===== src/rtl/ssd1306_command_controller_if.sv =====
// SSD1306 controller bus: SPI-side byte/strobe inputs and RAM/display-state outputs.
// Latency: none (wiring only).
// Backpressure: none; the byte source is never stalled.
interface ssd1306_command_controller_if #(
    parameter int ADDRESS_WIDTH = 11
);
    logic                     ByteValid_i;
    logic [7:0]               Byte_i;
    logic                     DC_i;
    logic                     TransmissionStart_i;
    logic                     WriteEnable_o;
    logic [ADDRESS_WIDTH-1:0] WriteAddress_o;
    logic [7:0]               WriteData_o;
    logic                     DisplayOn_o;
    logic                     Invert_o;
    logic [7:0]               Contrast_o;

    // Byte source side: drives the SPI byte stream, observes writes and display state.
    modport master (
        output ByteValid_i, Byte_i, DC_i, TransmissionStart_i,
        input  WriteEnable_o, WriteAddress_o, WriteData_o, DisplayOn_o, Invert_o, Contrast_o
    );

    // Controller side.
    modport slave (
        input  ByteValid_i, Byte_i, DC_i, TransmissionStart_i,
        output WriteEnable_o, WriteAddress_o, WriteData_o, DisplayOn_o, Invert_o, Contrast_o
    );
endinterface


===== src/rtl/ssd1306_command_controller.sv =====
// Parses SSD1306 command/data bytes into display registers and bitmap-RAM writes.
// Latency: one clock from ByteValid_i (data) to the WriteEnable_o strobe.
// Backpressure: none; every byte is accepted, back-to-back pulses each produce a strobe.
// Optional: define SSD1306_CS_RESYNC_EN to restart parser and address pointers on TransmissionStart_i.
module ssd1306_command_controller #(
    parameter int COLUMNS       = 128,
    parameter int PAGES         = 8,
    parameter int ADDRESS_WIDTH = 11
) (
    input logic                          Clock,
    input logic                          Reset,
    ssd1306_command_controller_if.slave  bus
);
    localparam int CW = $clog2(COLUMNS);
    localparam int PW = 3;
    localparam logic [CW-1:0] COL_MAX  = CW'(COLUMNS - 1);
    localparam logic [PW-1:0] PAGE_MAX = PW'(PAGES - 1);

    localparam logic [1:0] ST_CMD  = 2'd0;
    localparam logic [1:0] ST_ARG1 = 2'd1;
    localparam logic [1:0] ST_ARG2 = 2'd2;

    localparam logic [1:0] MODE_HORZ = 2'b00;
    localparam logic [1:0] MODE_VERT = 2'b01;
    localparam logic [1:0] MODE_PAGE = 2'b10;

    logic [1:0]    state, state_r, state_n;
    logic [7:0]    op, op_n;
    logic [1:0]    mode, mode_n;
    logic [CW-1:0] col, col_r, col_n, col_start, col_start_n, col_end, col_end_n;
    logic [PW-1:0] page, page_r, page_n, page_start, page_start_n, page_end, page_end_n;
    logic          cw, pw;

    logic                     we, we_n;
    logic [ADDRESS_WIDTH-1:0] addr, addr_n;
    logic [7:0]               wdata, wdata_n;
    logic                     disp_on, disp_on_n;
    logic                     invert, invert_n;
    logic [7:0]               contrast, contrast_n;

    function automatic logic [PW-1:0] clamp_page(input logic [2:0] v);
        return (v > PAGE_MAX) ? PAGE_MAX : v;
    endfunction

    // Frame resync view of parser/pointers, applied before the byte is interpreted.
    always_comb begin
        state_r = state;
        col_r   = col;
        page_r  = page;
`ifdef SSD1306_CS_RESYNC_EN
        if (bus.TransmissionStart_i) begin
            state_r = ST_CMD;
            col_r   = col_start;
            page_r  = page_start;
        end
`endif
    end

`ifndef SSD1306_CS_RESYNC_EN
    // Frame start has no meaning when pointers persist across CS frames.
    logic unused_ts;
    assign unused_ts = bus.TransmissionStart_i;
`endif

    assign cw = (col_r == col_end) || (col_r == COL_MAX);
    assign pw = (page_r == page_end) || (page_r == PAGE_MAX);

    // Next-state: command parsing, data capture and pointer advance.
    always_comb begin
        state_n      = state_r;
        op_n         = op;
        mode_n       = mode;
        col_n        = col_r;
        page_n       = page_r;
        col_start_n  = col_start;
        col_end_n    = col_end;
        page_start_n = page_start;
        page_end_n   = page_end;
        we_n         = 1'b0;
        addr_n       = addr;
        wdata_n      = wdata;
        disp_on_n    = disp_on;
        invert_n     = invert;
        contrast_n   = contrast;

        if (bus.ByteValid_i && bus.DC_i) begin
            // Data byte: any half-parsed command is abandoned.
            state_n = ST_CMD;
            we_n    = 1'b1;
            wdata_n = bus.Byte_i;
            addr_n  = ADDRESS_WIDTH'({page_r, col_r});
            case (mode)
                MODE_HORZ: begin
                    if (cw) begin
                        col_n  = col_start;
                        page_n = pw ? page_start : page_r + PW'(1);
                    end else begin
                        col_n = col_r + CW'(1);
                    end
                end
                MODE_VERT: begin
                    if (pw) begin
                        page_n = page_start;
                        col_n  = cw ? col_start : col_r + CW'(1);
                    end else begin
                        page_n = page_r + PW'(1);
                    end
                end
                default: col_n = (col_r == COL_MAX) ? '0 : col_r + CW'(1);
            endcase
        end else if (bus.ByteValid_i) begin
            case (state_r)
                ST_CMD: begin
                    case (bus.Byte_i)
                        8'h20, 8'h21, 8'h22, 8'h81,
                        8'hA8, 8'hD3, 8'hD5, 8'hD9, 8'hDA, 8'hDB, 8'h8D: begin
                            op_n    = bus.Byte_i;
                            state_n = ST_ARG1;
                        end
                        default: begin
                            if (bus.Byte_i[7:4] == 4'h0)
                                col_n[3:0] = bus.Byte_i[3:0];
                            else if (bus.Byte_i[7:4] == 4'h1)
                                col_n[CW-1:4] = bus.Byte_i[CW-5:0];
                            else if (bus.Byte_i[7:3] == 5'b10110)
                                page_n = clamp_page(bus.Byte_i[2:0]);
                            else if (bus.Byte_i[7:1] == 7'b1010011)
                                invert_n = bus.Byte_i[0];
                            else if (bus.Byte_i[7:1] == 7'b1010111)
                                disp_on_n = bus.Byte_i[0];
                        end
                    endcase
                end
                ST_ARG1: begin
                    state_n = ST_CMD;
                    case (op)
                        8'h20: if (bus.Byte_i[1:0] != 2'b11) mode_n = bus.Byte_i[1:0];
                        8'h21: begin
                            col_start_n = bus.Byte_i[CW-1:0];
                            col_n       = bus.Byte_i[CW-1:0];
                            state_n     = ST_ARG2;
                        end
                        8'h22: begin
                            page_start_n = clamp_page(bus.Byte_i[2:0]);
                            page_n       = clamp_page(bus.Byte_i[2:0]);
                            state_n      = ST_ARG2;
                        end
                        8'h81: contrast_n = bus.Byte_i;
                        default: ;
                    endcase
                end
                ST_ARG2: begin
                    state_n = ST_CMD;
                    if (op == 8'h21)      col_end_n  = bus.Byte_i[CW-1:0];
                    else if (op == 8'h22) page_end_n = clamp_page(bus.Byte_i[2:0]);
                end
                default: state_n = ST_CMD;
            endcase
        end
    end

    // State registers; reset leaves page mode and full-screen window.
    always_ff @(posedge Clock or posedge Reset) begin
        if (Reset) begin
            state      <= ST_CMD;
            op         <= 8'h00;
            mode       <= MODE_PAGE;
            col        <= '0;
            page       <= '0;
            col_start  <= '0;
            col_end    <= COL_MAX;
            page_start <= '0;
            page_end   <= PAGE_MAX;
            we         <= 1'b0;
            addr       <= '0;
            wdata      <= 8'h00;
            disp_on    <= 1'b0;
            invert     <= 1'b0;
            contrast   <= 8'h7F;
        end else begin
            state      <= state_n;
            op         <= op_n;
            mode       <= mode_n;
            col        <= col_n;
            page       <= page_n;
            col_start  <= col_start_n;
            col_end    <= col_end_n;
            page_start <= page_start_n;
            page_end   <= page_end_n;
            we         <= we_n;
            addr       <= addr_n;
            wdata      <= wdata_n;
            disp_on    <= disp_on_n;
            invert     <= invert_n;
            contrast   <= contrast_n;
        end
    end

    assign bus.WriteEnable_o  = we;
    assign bus.WriteAddress_o = addr;
    assign bus.WriteData_o    = wdata;
    assign bus.DisplayOn_o    = disp_on;
    assign bus.Invert_o       = invert;
    assign bus.Contrast_o     = contrast;
endmodule


===== src/flat_wrapper.sv =====
// flat-port wrapper written by rule: the top's interface ports become plain ports
module ssd1306_command_controller_flat 
#(
    parameter int COLUMNS       = 128,
    parameter int PAGES         = 8,
    parameter int ADDRESS_WIDTH = 11
)
  (Clock, Reset, bus_ByteValid_i, bus_Byte_i, bus_DC_i, bus_TransmissionStart_i, bus_WriteEnable_o, bus_WriteAddress_o, bus_WriteData_o, bus_DisplayOn_o, bus_Invert_o, bus_Contrast_o);
  ssd1306_command_controller_if #(.ADDRESS_WIDTH(ADDRESS_WIDTH)) bus_i ();
  input logic Clock;
  input logic Reset;
  input wire logic [$bits(bus_i.ByteValid_i)-1:0] bus_ByteValid_i;
  input wire logic [$bits(bus_i.Byte_i)-1:0] bus_Byte_i;
  input wire logic [$bits(bus_i.DC_i)-1:0] bus_DC_i;
  input wire logic [$bits(bus_i.TransmissionStart_i)-1:0] bus_TransmissionStart_i;
  output wire logic [$bits(bus_i.WriteEnable_o)-1:0] bus_WriteEnable_o;
  output wire logic [$bits(bus_i.WriteAddress_o)-1:0] bus_WriteAddress_o;
  output wire logic [$bits(bus_i.WriteData_o)-1:0] bus_WriteData_o;
  output wire logic [$bits(bus_i.DisplayOn_o)-1:0] bus_DisplayOn_o;
  output wire logic [$bits(bus_i.Invert_o)-1:0] bus_Invert_o;
  output wire logic [$bits(bus_i.Contrast_o)-1:0] bus_Contrast_o;
  assign bus_i.ByteValid_i = bus_ByteValid_i;
  assign bus_i.Byte_i = bus_Byte_i;
  assign bus_i.DC_i = bus_DC_i;
  assign bus_i.TransmissionStart_i = bus_TransmissionStart_i;
  assign bus_WriteEnable_o = bus_i.WriteEnable_o;
  assign bus_WriteAddress_o = bus_i.WriteAddress_o;
  assign bus_WriteData_o = bus_i.WriteData_o;
  assign bus_DisplayOn_o = bus_i.DisplayOn_o;
  assign bus_Invert_o = bus_i.Invert_o;
  assign bus_Contrast_o = bus_i.Contrast_o;
  ssd1306_command_controller #(.COLUMNS(COLUMNS), .PAGES(PAGES), .ADDRESS_WIDTH(ADDRESS_WIDTH)) u_core (.Clock(Clock), .Reset(Reset), .bus(bus_i));
endmodule

===== config.mk =====
export PLATFORM = sky130hd
export DESIGN_NAME = ssd1306_command_controller_flat
export DESIGN_NICKNAME = d
export VERILOG_FILES = /design/src/rtl/ssd1306_command_controller_if.sv /design/src/rtl/ssd1306_command_controller.sv /design/src/flat_wrapper.sv
export SDC_FILE = /design/constraint.sdc
export NUM_CORES = 1
export LEC_CHECK = 0
export BUFFER_PORTS_ARGS = -buffer_cell sky130_fd_sc_hd__buf_2
export CAP_MARGIN = 10
export CORE_MARGIN = 2
export CORE_UTILIZATION = 26
export CTS_BUF_LIST = sky130_fd_sc_hd__clkbuf_2 sky130_fd_sc_hd__clkbuf_4 sky130_fd_sc_hd__clkbuf_8
export DETAILED_ROUTE_END_ITERATION = 12
export PLACE_DENSITY_LB_ADDON = 0.08
export RECOVER_POWER = 50
export SKIP_LAST_GASP = 1
export SLEW_MARGIN = 25
export SYNTH_ARGS = -nofsm -noshare
export SYNTH_HDL_FRONTEND = slang
export SYNTH_SLANG_ARGS = --single-unit

===== constraint.sdc =====
create_clock -name Clock -period 4.5 [get_ports Clock]
set_input_delay 0.675 -clock Clock [delete_from_list [all_inputs] [get_ports Clock]]
set_output_delay 0.675 -clock Clock [all_outputs]
set_load 0.02 [all_outputs]

==> Word level (Yosys, flattened, before mapping) <==
Index checks and enable logic that the tools add are counted.
{ "totals": {"ff_bits": 71, "in_bits": 13, "wordCells": 118} }
{ "classes": {"addsub": 2, "n_lt_le_gt_ge": 1, "n_eq_ne": 39, "mux": 30, "bitwise": 7, "reduce_logical": 23} }
{ "ops": {"columns": ["operator", "n"], "rows": [
  ["8-bit equality test (second input constant)", 9],
  ["7-bit 2-to-1 mux", 7],
  ["8-bit by 6-bit equality test with 1-bit output (second input constant)", 6],
  ["3-bit 2-to-1 mux", 12],
  ["7-bit one-hot mux with 2 select lines", 2],
  ["7-bit equality test (second input constant)", 3],
  ["4-bit AND reduction", 5],
  ["3-bit by 2-bit != test with 1-bit output (second input constant)", 6],
  ["9-bit AND reduction", 2],
  ["3-bit by 1-bit != test with 1-bit output (second input constant)", 5],
  ["3-bit one-hot mux with 2 select lines", 2],
  ["11-bit OR reduction", 1],
  ["5-bit AND reduction", 2],
  ["2-bit 2-to-1 mux", 4],
  ["8-bit AND reduction", 1],
  ["7-bit by 1-bit adder with 7-bit output (second input constant)", 1],
  ["7-bit equality test", 1],
  ["1-bit inverter", 7],
  ["7-bit AND reduction", 1],
  ["6-bit AND reduction", 1],
  ["5-bit equality test (second input constant)", 1],
  ["2-bit by 1-bit equality test with 1-bit output (second input constant)", 2],
  ["4-bit by 1-bit equality test with 1-bit output (second input constant)", 1],
  ["2-bit logical NOT", 2],
  ["other kinds (17)", 18]
]} }

==> Longest topological paths before layout <==
{ "depth": {"depth_word": 9, "ltp_mapped": 8, "ltp_nobuf": 7} }

==> Worst setup path before layout <==
Ideal clock, no wire load.
{ "synth_timing": {"kind": "input-to-reg", "start": "in bus_ByteValid_i", "end": "reg u_core.page[2]", "t_arrival_ns": 2.311, "required_time_ns": 4.375, "slack_ns": 2.064, "stages": 7, "n_path_buf": 1, "path_cell_list": "clkbuf_1 -> nand2_1 -> clkinv_1 -> a21oi_1 -> o22ai_1 -> or4b_4 -> mux2_4"} }
{ "synth_between": {"elab_chain_len": 3, "elab_cells_between_ends": 12} }
{ "synth_rtl": {"columns": ["item", "line_no", "text"], "rows": [
  ["from (decl)", "flat_wrapper.sv:12", "input wire logic [$bits(bus_i.ByteValid_i)-1:0] bus_ByteValid_i;"],
  ["1-bit logical AND", "ssd1306_command_controller.sv:86", "if (bus.ByteValid_i && bus.DC_i) begin"],
  ["3-bit by 1-bit != test with 1-bit output (no source line) (tied with other cells)", null, null],
  ["9-bit AND reduction (no source line)", null, null],
  ["to (signal assigned)", "ssd1306_command_controller.sv:185", "page <= page_n;"],
  ["to (decl)", "ssd1306_command_controller.sv:31", "logic [PW-1:0] page, page_r, page_n, page_start, page_start_n, page_end, page_end_n;"]
]} }
Parallel ways exist; a longest one is shown, timed or not.
A chain may end at the register's enable or synchronous reset.

==> Worst setup path after layout <==
Ends and elaborated chain as after synthesis.

==> results.ini <==
[logic_synthesis]
syn_avg_cell_area_um2=10.2
synthesis.area_mm2=0.00365
synth_top_cell_area_share_pct=36.3
yosysWarnings=0
synth_edf_count=0
async_flop_share_pct=100
synth.distinct_cells=58
syn-instance-count=359
yosys.area.top_type=dfrtp_1
ys.flop_type=dfrtp_1
ys_seq_area_share_pct=49.3
synth_fp_nets=375
synth-seq-cells=71
synthTopCellsByArea=dfrtp_1 36%, dfstp_2 13%, mux2_2 13%, nand2_1 7.5%, nor2_1 2.3%

[min_path]
min_to=u_core.bus.WriteData_o[3]$_DFFE_PP0P_
hold_depth=2
worstHoldStart=u_core.bus.WriteData_o[3]$_DFFE_PP0P_
hold_path_class=reg2reg

[clocking]
clock_sinks=71
root_buffer=clkbuf_8
cts_tree=built
clk_latency_ns=0.36
ctsLongestPathBuffers=2
cts.repair.resized=0
htreeDepth=3
ctsHoldBuffers=0
cts_inserted_buffers=9
clk_pin_slew_ns=0.08
post_cts_buffers=0

[route]
wl_per_cell_um=16.7
viasPerCell=4.78
drt_iter0_markers=148
drtPass1Iterations=4
routed_wl_um=9640
ant_nets=0
drc=0
vias=2753

[timing]
setup_viol=0
finalClockSkew_ns=0.00797
fin_crit_sh_pct=68.1
final_max_slew_viol_count=48
grt_setup_unrepaired=false
fmax_mhz=326
worst_slew_pin_slew_ns=2.15
period_needed_ns=3.07
hold_viol_final=0
final.setup.tns_ns=0
relSlewSlack_pct=-43.8

[job]
cap_violations=1

[setup_path]
crit_top_cell=clkbuf_1
crit_family=simple AND/OR/NAND/NOR gates
end_kind=register
rr_startpoint=u_core.col[1]$_DFFE_PP0P_
cp_max_fo=27
worstPathCellList=clkbuf_1 > nand2_1 > clkinv_1 > clkbuf_1 > a21oi_1 > o22ai_1 > or4b_4 > mux2_4
rr_endpoint=u_core.page[2]$_DFFE_PP0P_
arrival_ns=3.31
crit_slowest_cell=or4b_4
regToRegSetupSlack_ns=1.87
worst-path-buf-inv=3
crit_type=in2reg
required_ns=4.74
critical_path.max_stage_delay_ns=0.57
r2r_cells=6
cp-start-kind=input pin

[global_routing]
grt_pass1_wl_um=16100
overflow=0
grt_max_degree=48
grt_pass1_vias=2850
gr-usage-all-layers_pct=14.2
grt_antenna_before_repair=0

[finish]
area_growth_pct=15.5
utilization_pct=30.6
fillCellCount=1505
final_area_mm2=0.00422
final_layout_size_suffix_gt1_share_pct=28.3
diodes=0
multiInputGateArea_mm2=0.00172
final-seq-area_mm2=0.00180
finalNetCount=407

[power_and_ir_drop]
p_leak_nw=1.91
vdd_ir_drop_max_mv=0.210
p_per_area_mw_per_mm2=433
power_mw=1.82

[place]
dpl.hpwl_um=6530
port_buffers=40
dpl_cell_area_mm2=0.00400
gp_routability_congestion=0.760

[die]
io_pins=43
die_y_um=122
fp.dieW_um=122
rows=43
core_area_mm2=0.0138
initial_utilization_pct=26.5
die_area_mm2=0.0150

[outcome]
violations=capacitance limit, slew limit
status=finished, violations left

==> state kept, by name, summed over array words and instances, names as in the netlist <==
signal                     flops
u_core.bus.Invert_o            1
u_core.bus.WriteEnable_o       1
u_core.bus.WriteData_o         8
u_core.op                      8
u_core.page_end                3
u_core.page                    3
u_core.bus.Contrast_o          8
u_core.bus.DisplayOn_o         1
u_core.bus.WriteAddress_o     10
u_core.col                     7
u_core.page_start              3
u_core.mode                    2
u_core.state                   2
u_core.col_end                 7
u_core.col_start               7
==> cells in the final DEF (no fill, tap or decap), types with 12 or more instances in the layout <==
| master | netlist | layout |
|---|---|---|
| mux2_2 | 41 | 41 |
| clkbuf_1 | 13 | 15 |
| nand2_1 | 73 | 73 |
| nand3_1 | 16 | 16 |
| dfrtp_1 | 53 | 53 |
| clkbuf_8 | 0 | 12 |
| nor2_1 | 22 | 22 |
| buf_2 | 6 | 27 |
| dfstp_2 | 18 | 18 |
==> synthesized netlist by cell type (all sizes together), types with 2 or more instances <==
cell type,count
a22o,2
o211ai,5
mux2i,4
clkbuf,13
xnor2,4
ha,3
nand4,4
nor2,22
a211oi,2
nor4bb,2
a21oi,7
o41ai,2
a31oi,5
dfstp,18
dfrtp,53
nor2b,2
o21ai,10
nand3b,2
inv,6
nand2b,5
and3,2
nor3,4
xor2,9
nor3b,5
and2,2
nand3,16
nand2,73
mux2,42
buf,9
nor4,3
and4b,2
==> cells by family (layout without fill, tap and decap cells) <==
| family | count (synthesis) | after routing | share of synthesized area, % |
|---|---|---|---|
| simple gates | 151 | 151 | 20.4 |
| buf+inv | 29 | 66 | 3.50 |
| flops | 71 | 71 | 49.3 |
| compound gates | 45 | 45 | 8.43 |
| other cells | 1 | 1 | 0.103 |
| fa+ha+maj | 3 | 3 | 1.03 |
| xor+xnor | 13 | 13 | 3.12 |
| mux | 46 | 46 | 14.2 |
==> per-layer routing <==
layer / GRT usage [%] / up-vias / wire [µm]
li1: - / 1317 / -
met2: 22.7 / 57 / 4450
met4: 3.88 / 0 / 113
met3: 3.30 / 8 / 372
met5: 0 / - / 0
met1: 19.1 / 1371 / 4710
==> report_power, final <==
| group | switching [mW] | total [mW] | internal [mW] |
|---|---|---|---|
| logic | 0.222 | 0.380 | 0.158 |
| clock network | 0.248 | 0.606 | 0.359 |
| registers | 0.106 | 0.837 | 0.731 |
| total | 0.576 | 1.82 | 1.25 |
==> worst max path at each step <==
stage,slack [ns],endpoint,cells past startpoint,start
floorplan,2.06,u_core.bus.Contrast_o[7]$_DFFE_PP0P_,1,Reset
global placement,1.53,u_core.page[2]$_DFFE_PP0P_,7,bus_ByteValid_i
detailed placement,1.47,u_core.page[2]$_DFFE_PP0P_,7,bus_ByteValid_i
CTS,1.85,u_core.page[2]$_DFFE_PP0P_,7,bus_ByteValid_i
global route,1.07,u_core.bus.WriteAddress_o[9]$_DFFE_PP0P_,3,Reset
finish,1.43,u_core.page[2]$_DFFE_PP0P_,8,bus_ByteValid_i
==> tightest hold or removal path: stages, from the launching register on <==
cell,delay (ns)
dfrtp_1,0.34
nand2_1,0.05
nand2_1,0.05
==> area by class of cell <==
| class | count | area share (%) |
|---|---|---|
| Clock buffer | 12 | 3.92 |
| Clock inverter | 4 | 1.81 |
| Inverter | 7 | 0.653 |
| Multi-Input combinational cell | 259 | 40.9 |
| Sequential cell | 71 | 42.7 |
| Tap cell | 180 | 5.34 |
| Timing Repair Buffer | 43 | 4.72 |
==> metrics by stage <==
| step | hold slack (ns) | instances | setup slack (ns) |
|---|---|---|---|
| after floorplan | 0.450 | 359 | 2.06 |
| after global placement | 0.453 | 560 | 1.53 |
| after detailed placement | 0.459 | 560 | 1.47 |
| after CTS | 0.424 | 576 | 1.85 |
| after global routing | 0.504 | 576 | 1.07 |
| final | 0.471 | 576 | 1.43 |
(Power assumes the default switching activity.)
